$ cat config.mk
export PLATFORM = sky130hd
export DESIGN_NAME = b1_corr_bank
export DESIGN_NICKNAME = d
export VERILOG_FILES = /design/src/rtl/b1_corr_bank.sv
export SDC_FILE = /design/constraint.sdc
export NUM_CORES = 2
export LEC_CHECK = 0
export CORE_MARGIN = 3
export CORE_UTILIZATION = 35
export CTS_CLUSTER_DIAMETER = 100
export DETAILED_ROUTE_END_ITERATION = 12
export GPL_TIMING_DRIVEN = 1
export PLACE_DENSITY = 0.57
export SETUP_SLACK_MARGIN = 0.15
export SLEW_MARGIN = 20
export SYNTH_ARGS = -nofsm -noshare
export SYNTH_HDL_FRONTEND = slang
export SYNTH_SLANG_ARGS = --single-unit
$ cat constraint.sdc
create_clock -name rx_clk -period 7.45 [get_ports rx_clk]
set_clock_uncertainty 0.1 [all_clocks]
set_input_delay 1.1175 -clock rx_clk [delete_from_list [all_inputs] [get_ports rx_clk]]
set_output_delay 1.1175 -clock rx_clk [all_outputs]
set_load 0.03 [all_outputs]
$ cat src/rtl/b1_corr_bank.sv
// Multi-tap I/Q correlator bank: coherent integration over PRN periods, saturating dump, one tap per transfer.
// Latency: dump boundary sop sampled at edge k -> tap 0 valid in cycle k+1, then one tap per accepted cycle.
// Backpressure: words hold while valid && !ready; a boundary arriving mid-send is dropped (tx_drop pulse).
//
// Ports:
//   rx_clk / rx_rst        : clock, asynchronous active-low reset
//   rx_src_real/imag       : signed baseband samples, rx_loc_boc per-tap negate bits
//   rx_prn_sop             : first sample of a PRN period
//   cfg_en / cfg_ncoh      : channel enable, PRN periods per dump (0 behaves as 1)
//   tx_dump_*              : ready/valid dump port, one tap per transfer, last on final tap
//   tx_epoch_cnt           : saturating count of completed dumps
//   tx_ovf / tx_drop       : sticky saturation flag, single-cycle drop pulse
module b1_corr_bank #(
    parameter int IW     = 16,
    parameter int AW     = 30,
    parameter int SHIFT  = 6,
    parameter int OW     = 24,
    parameter int N_TAP  = 5,
    parameter int NCOH_W = 5,
    parameter int TAP_W  = 3
) (
    input  logic                rx_clk,
    input  logic                rx_rst,
    input  logic [IW-1:0]       rx_src_real,
    input  logic [IW-1:0]       rx_src_imag,
    input  logic [N_TAP-1:0]    rx_loc_boc,
    input  logic                rx_prn_sop,
    input  logic                cfg_en,
    input  logic [NCOH_W-1:0]   cfg_ncoh,
    output logic                tx_dump_valid,
    input  logic                tx_dump_ready,
    output logic [TAP_W-1:0]    tx_dump_tap,
    output logic [OW-1:0]       tx_dump_real,
    output logic [OW-1:0]       tx_dump_imag,
    output logic                tx_dump_last,
    output logic [31:0]         tx_epoch_cnt,
    output logic                tx_ovf,
    output logic                tx_drop
);

    typedef enum logic {IDLE, SEND} state_t;

    localparam logic [IW-1:0]        IN_MIN  = {1'b1, {(IW-1){1'b0}}};
    localparam logic [IW-1:0]        IN_MAX  = ~IN_MIN;
    localparam logic [OW-1:0]        OUT_MAX = {1'b0, {(OW-1){1'b1}}};
    localparam logic [OW-1:0]        OUT_MIN = ~OUT_MAX;
    localparam logic signed [AW-1:0] SAT_HI  = {{(AW-OW){1'b0}}, OUT_MAX};
    localparam logic signed [AW-1:0] SAT_LO  = ~SAT_HI;
    localparam logic [TAP_W-1:0]     LAST_TAP = TAP_W'(N_TAP-1);

    // Negating the most negative sample clamps to the most positive one.
    function automatic logic [AW-1:0] prod(input logic [IW-1:0] x, input logic neg);
        logic [IW-1:0] p;
        p = x;
        if (neg) p = (x == IN_MIN) ? IN_MAX : -x;
        return {{(AW-IW){p[IW-1]}}, p};
    endfunction

    // Returns {saturated_flag, value}: drop SHIFT LSBs, clamp to signed OW range.
    function automatic logic [OW:0] sat(input logic [AW-1:0] a);
        logic signed [AW-1:0] sh;
        sh = $signed(a) >>> SHIFT;
        if (sh > SAT_HI)      return {1'b1, OUT_MAX};
        else if (sh < SAT_LO) return {1'b1, OUT_MIN};
        else                  return {1'b0, sh[OW-1:0]};
    endfunction

    logic [AW-1:0]     acc_re [N_TAP];
    logic [AW-1:0]     acc_im [N_TAP];
    logic [AW-1:0]     p_re   [N_TAP];
    logic [AW-1:0]     p_im   [N_TAP];
    logic [OW:0]       s_re   [N_TAP];
    logic [OW:0]       s_im   [N_TAP];
    logic [OW-1:0]     buf_re [N_TAP];
    logic [OW-1:0]     buf_im [N_TAP];
    logic [NCOH_W-1:0] cnt;
    logic [NCOH_W-1:0] ncoh_q;
    logic [NCOH_W-1:0] ncoh_eff;
    logic              aligned;
    logic              boundary;
    logic              ovf_hit;
    state_t            state_q, state_d;
    logic [TAP_W-1:0]  tap_q, tap_d;
    logic              load;
    logic              drop_d;

    assign ncoh_eff = (cfg_ncoh == '0) ? NCOH_W'(1) : cfg_ncoh;
    // The accumulators at a boundary hold exactly ncoh periods; the current sample starts the next one.
    assign boundary = cfg_en && aligned && rx_prn_sop && (cnt == ncoh_q);

    always_comb begin
        ovf_hit = 1'b0;
        for (int t = 0; t < N_TAP; t++) begin
            p_re[t] = prod(rx_src_real, rx_loc_boc[t]);
            p_im[t] = prod(rx_src_imag, rx_loc_boc[t]);
            s_re[t] = sat(acc_re[t]);
            s_im[t] = sat(acc_im[t]);
            ovf_hit = ovf_hit | s_re[t][OW] | s_im[t][OW];
        end
    end

    // Integration: the first sop after reset/enable only aligns; later sops either dump or count.
    always_ff @(posedge rx_clk or negedge rx_rst) begin
        if (!rx_rst) begin
            for (int t = 0; t < N_TAP; t++) begin
                acc_re[t] <= '0;
                acc_im[t] <= '0;
            end
            cnt     <= '0;
            ncoh_q  <= '0;
            aligned <= 1'b0;
        end else if (!cfg_en) begin
            for (int t = 0; t < N_TAP; t++) begin
                acc_re[t] <= '0;
                acc_im[t] <= '0;
            end
            cnt     <= '0;
            aligned <= 1'b0;
        end else if (rx_prn_sop && (!aligned || cnt == ncoh_q)) begin
            for (int t = 0; t < N_TAP; t++) begin
                acc_re[t] <= p_re[t];
                acc_im[t] <= p_im[t];
            end
            cnt     <= NCOH_W'(1);
            ncoh_q  <= ncoh_eff;
            aligned <= 1'b1;
        end else if (aligned) begin
            for (int t = 0; t < N_TAP; t++) begin
                acc_re[t] <= acc_re[t] + p_re[t];
                acc_im[t] <= acc_im[t] + p_im[t];
            end
            if (rx_prn_sop) cnt <= cnt + NCOH_W'(1);
        end
    end

    // Output FSM next state. A boundary landing on acceptance of the last tap reloads
    // the buffer and restarts at tap 0 rather than dropping.
    always_comb begin
        state_d = state_q;
        tap_d   = tap_q;
        load    = 1'b0;
        drop_d  = 1'b0;
        case (state_q)
            IDLE: begin
                if (boundary) begin
                    load    = 1'b1;
                    state_d = SEND;
                    tap_d   = '0;
                end
            end
            SEND: begin
                if (tx_dump_ready) begin
                    if (tap_q == LAST_TAP) begin
                        tap_d = '0;
                        if (boundary) load = 1'b1;
                        else          state_d = IDLE;
                    end else begin
                        tap_d = tap_q + TAP_W'(1);
                    end
                end
                if (boundary && !(tx_dump_ready && tap_q == LAST_TAP)) drop_d = 1'b1;
            end
            default: state_d = IDLE;
        endcase
    end

    always_ff @(posedge rx_clk or negedge rx_rst) begin
        if (!rx_rst) begin
            state_q      <= IDLE;
            tap_q        <= '0;
            tx_drop      <= 1'b0;
            tx_ovf       <= 1'b0;
            tx_epoch_cnt <= '0;
            for (int t = 0; t < N_TAP; t++) begin
                buf_re[t] <= '0;
                buf_im[t] <= '0;
            end
        end else begin
            state_q <= state_d;
            tap_q   <= tap_d;
            tx_drop <= drop_d;
            if (boundary && tx_epoch_cnt != 32'hFFFF_FFFF) tx_epoch_cnt <= tx_epoch_cnt + 32'd1;
            if (load) begin
                for (int t = 0; t < N_TAP; t++) begin
                    buf_re[t] <= s_re[t][OW-1:0];
                    buf_im[t] <= s_im[t][OW-1:0];
                end
                if (ovf_hit) tx_ovf <= 1'b1;
            end
        end
    end

    always_comb begin
        tx_dump_real = '0;
        tx_dump_imag = '0;
        for (int t = 0; t < N_TAP; t++) begin
            if (tap_q == TAP_W'(t)) begin
                tx_dump_real = buf_re[t];
                tx_dump_imag = buf_im[t];
            end
        end
    end

    assign tx_dump_valid = (state_q == SEND);
    assign tx_dump_tap   = tap_q;
    assign tx_dump_last  = (state_q == SEND) && (tap_q == LAST_TAP);

endmodule

# After elaboration in Yosys (flattened, before gate mapping)
# Cells that the tools add are included.
# classes
addsub	15
order_cmp	20
eq_ne	13
n_mux	68
bitwise	10
n_reduce_logical	17
# op_table
op	count
150-bit 2-to-1 mux	6
25-bit 2-to-1 mux	20
30-bit adder	10
24-bit > comparator, second input constant	10
24-bit less-than comparator, second input constant	10
24-bit 2-to-1 mux	10
16-bit 2-to-1 mux	12
32-bit by 1-bit adder with 32-bit output, second input constant	1
16-bit == test, second input constant	2
32-bit != test, second input constant	1
16-bit negation	2
5-bit 2-to-1 mux	5
1-bit 2-to-1 mux	9
3-bit 2-to-1 mux	3
1-bit bitwise OR	9
1-bit logical AND	8
2-bit AND reduction	4
3-bit by 2-bit == test with 1-bit output, second input constant	2
3-bit case mux with 2 select lines	1
5-bit by 1-bit adder with 5-bit output, second input constant	1
5-bit == test	1
5-bit zero test	1
2-bit != test, second input constant	2
1-bit case mux with 2 select lines	2
10 further kinds	11
# totals
reg_bits	589
word_cells	171

# Logic depth before layout (Yosys ltp)
# logic_depth
word_depth	13
depth_mapped	25

# Least setup slack after synthesis
# Ideal clock, no wire load.
# synth_timing
kind	in2reg
start	in rx_src_real[0]
end	reg acc_re[89] in the netlist's numbering
arrival_ps	5741
required_time_ps	7268
setup_slack_ps	1527
cell_stages	21
cell_sequence	inv_1 > ha_1 > inv_1 > or3_1 > clkbuf_1 > nor2_1 > and3_1 > clkbuf_1 > or2_1 > buf_2 > a31oi_1 > ha_1 > and2_1 > a221o_1 > nand3b_1 > o21ai_2 > o31ai_1 > a221oi_2 > mux2i_1 > or3_1 > a31oi_1
# synth_via
elab_chain_len	7
word_cells_on_any_way	8
# synth_lines
element	line	source
start: declaration	24	input logic [IW-1:0] rx_src_real,
16-bit negation or 16-bit == test (tied branches)	55	if (neg) p = (x == IN_MIN) ? IN_MAX : -x;
16-bit 2-to-1 mux	55	
16-bit 2-to-1 mux (*)	55	
30-bit adder	129	acc_re[t] <= acc_re[t] + p_re[t];
150-bit 2-to-1 mux	127	end else if (aligned) begin
150-bit 2-to-1 mux (*)	119	end else if (rx_prn_sop && (!aligned || cnt == ncoh_q)) begin
150-bit 2-to-1 mux (*)	112	end else if (!cfg_en) begin
end signal: indexed assignment	121	acc_re[t] <= p_re[t];
end signal: indexed assignment	129	
end: declaration	68	logic [AW-1:0] acc_re [N_TAP];
# Every way passes the cells marked *; elsewhere a longest branch is shown, timed or not. The select of a mux whose other input is x is not followed.
# A chain may end at the register's enable or synchronous reset.

# Worst setup path after layout
# layout_timing
start	in rx_src_real[1]
end	reg acc_re[28] in the netlist's numbering
# Same word-level chain as after synthesis.

==> results.json <==
{
  "grt-ovfl-total": 0,
  "min_path_type": "reg2reg",
  "pwr-share-seq": 0.295,
  "root_buffer": "clkbuf_16",
  "grt_util_met3": 0.0261,
  "ys_ff_latch": 589,
  "most-common-layout-cells": "589 x dfrtp_1, 525 x nor2_1, 485 x nand2_1, 479 x a21oi_1, 338 x o21ai_0",
  "vias": 36300,
  "hpwl_um": 89900,
  "syn-instance-count": 4891,
  "cts.hold.buffers_added": 0,
  "cp_max_fo": 11,
  "grt_usage": 0.203,
  "endpoint_kind": "flip-flop",
  "grt_max_degree": 144,
  "postLayoutCellArea_um2": 48100,
  "nets": 5287,
  "die_width_um": 354,
  "start_util": 0.354,
  "cts_tree": "done",
  "gp_congestion": 0.873,
  "drive_gt1_frac": 0.113,
  "use_met1": 0.277,
  "synthArstFlopShare": 1.00,
  "syn_to_final_growth_pct": 13.3,
  "crit_type": "in2reg",
  "die_h_um": 354,
  "numPortBuffers": 133,
  "grt_pass1_vias": 35800,
  "p_leak_nw": 22.2,
  "ioPinCount": 134,
  "grt_pass1_wl_um": 204000,
  "dpl_cell_area_um2": 45600,
  "insertion_delay_ps": 650,
  "p_comb_frac": 0.441,
  "wl_per_cell_um": 19.6,
  "synth_top_cell_by_area": "dfrtp_1",
  "clkPwrFrac": 0.263,
  "grt_setup_unrepaired": "false",
  "outcome": "finished, final reports clean",
  "cts_setup_buffers": 0,
  "start_kind": "primary input",
  "setup_viol": 0,
  "synth_edf_count": 0,
  "clkTransAtPathRegs_ps": 60,
  "slew_viol_final": 0,
  "cts_sinks": 589,
  "min_period_ps": 6660,
  "yosys_warnings": 0,
  "relSlewSlack": 0.280,
  "met2_usage": 0.337,
  "synth_fp_nets": 5277,
  "synthFlopType": "dfrtp_1",
  "fmax_mhz": 150,
  "final_common_cell": "dfrtp_1",
  "avgSynthCellArea_um2": 8.69,
  "die_area_um2": 126000,
  "p_switching_mw": 5.70,
  "tightest_slew_ps": 1080,
  "firstDrtPassIters": 6,
  "ir_drop_v": 0.000241,
  "vias_per_cell": 5.52,
  "cap_viol_max_count": 0,
  "synthesis.area_um2": 42500,
  "rows": 127,
  "clk_path_buf_depth": 3,
  "hold_viol_final": 0,
  "core_um2": 120000,
  "grt_busiest_layer": "met2",
  "power.internal_mw": 8.52,
  "required_ps": 7860,
  "drt_iter0_markers": 2779,
  "post_cts_resized": 0,
  "fin_setup_tns_ps": 0,
  "synth_area_leaders": "dfrtp_1 35%, ha_1 9.7%, mux2_2 7.4%",
  "synth.distinct_cells": 86,
  "cts_buffers": 73,
  "wl_um": 129000,
  "yosysTopAreaCellShare": 0.347,
  "yosysSeqAreaShare": 0.347,
  "htreeDepth": 3,
  "hold_ws_ps": 278,
  "antenna_found_initial": 7,
  "powerDensity_nw_per_um2": 295,
  "fin_crit_sh": 0.894,
  "drc_errors": 0,
  "finalPower_mw": 14.2,
  "drtAntennaViolNets": 0,
  "swShare": 0.401,
  "arrival_ps": 7070
}
area by class of cell:
cell class	count	area [um^2]
fillers	12100	72000
multi-input cells	3908	26300
flip-flops and latches	589	14700
repair buffers	219	2100
clock buffers	98	2050
well taps	1612	2020
clock inverters	35	438
inverters	110	418
diodes	4	10.0
routing by layer:
metal	wire length, um	vias to the layer above
met1	59600	17700
met5	34	-
met3	5660	164
met2	60500	661
li1	-	17700
met4	2880	4
stage by stage:
step,worst slack [ps],cells,util
2_1_floorplan,1530,4891,-
3_3_place_gp,351,6438,0.380
3_5_place_dp,205,6438,0.380
4_1_cts,861,6571,0.400
5_1_grt,251,6572,0.401
6_report,790,6575,0.401
worst max-delay path, stage by stage:
cell	delay, ps
clkdlybuf4s50_1	540
inv_1	110
ha_1	170
inv_1	100
or3_1	450
nor2_1	250
and3_1	440
nand2b_1	250
a21oi_1	90
a31oi_1	310
ha_1	330
nor2b_1	170
o31ai_1	340
or4b_1	560
a21oi_1	330
a311oi_1	190
a41oi_1	350
a21oi_1	140
and2_1	260
a221oi_2	290
xor2_1	160
o21ai_0	90
power groups by stage:
stage / Sequential (mW) / Clock (mW) / Combinational, mW
after global placement: 4.24 / 0 / 6.21
final: 4.20 / 3.74 / 6.27
after global routing: 4.28 / 3.97 / 6.97
after detailed placement: 4.26 / 0 / 6.26
after CTS: 4.20 / 3.85 / 6.29
after floorplan: 4.10 / 0 / 4.50
cell families after synthesis:
logic type,count (synthesis),share of synthesized area
compound gates,1504,0.225
flops,589,0.347
buf+inv,394,0.0355
simple gates,1488,0.155
mux,296,0.0779
xor+xnor,281,0.0579
fa+ha+maj,339,0.102
state kept, by name, summed over array words and instances (netlist names):
signal	flops
acc_im	150
acc_re	150
buf_im	120
buf_re	120
tx_epoch_cnt	32
cnt	5
ncoh_q	5
tx_dump_tap	3
aligned	1
tx_drop	1
tx_dump_valid	1
tx_ovf	1
worst paths after layout:
path / slack (ps) / to / cells after the start / from
max reg2reg: 3380 / buf_im[72] / 8 / tx_dump_tap[1]
max: 790 / acc_re[28] / 22 / rx_src_real[1]
max in group asynchronous: 5490 / buf_im[113] / 2 / rx_rst
min reg2reg: 280 / tx_ovf / 0 / tx_ovf
min: 280 / tx_ovf / 0 / tx_ovf
min in group asynchronous: 350 / acc_re[32] / 1 / rx_rst
synth_stat cells (all sizes together) (11+ instances only):
master / count
a21oi: 484
nand2: 486
mux2: 279
clkbuf: 243
o211ai: 34
ha: 329
a211oi: 93
and3: 40
nor4: 12
xnor2: 175
nor2b: 52
o21a: 41
a221o: 13
nand2b: 54
inv: 110
buf: 41
o21bai: 37
a221oi: 65
nor2: 527
o31ai: 12
o21ai: 351
a211o: 11
a21o: 151
dfrtp: 589
mux2i: 17
or3: 21
a311oi: 51
xor2: 106
a31oi: 70
nand4: 36
nand3: 72
nor3: 142
or2: 12
(Power assumes the default switching activity.)
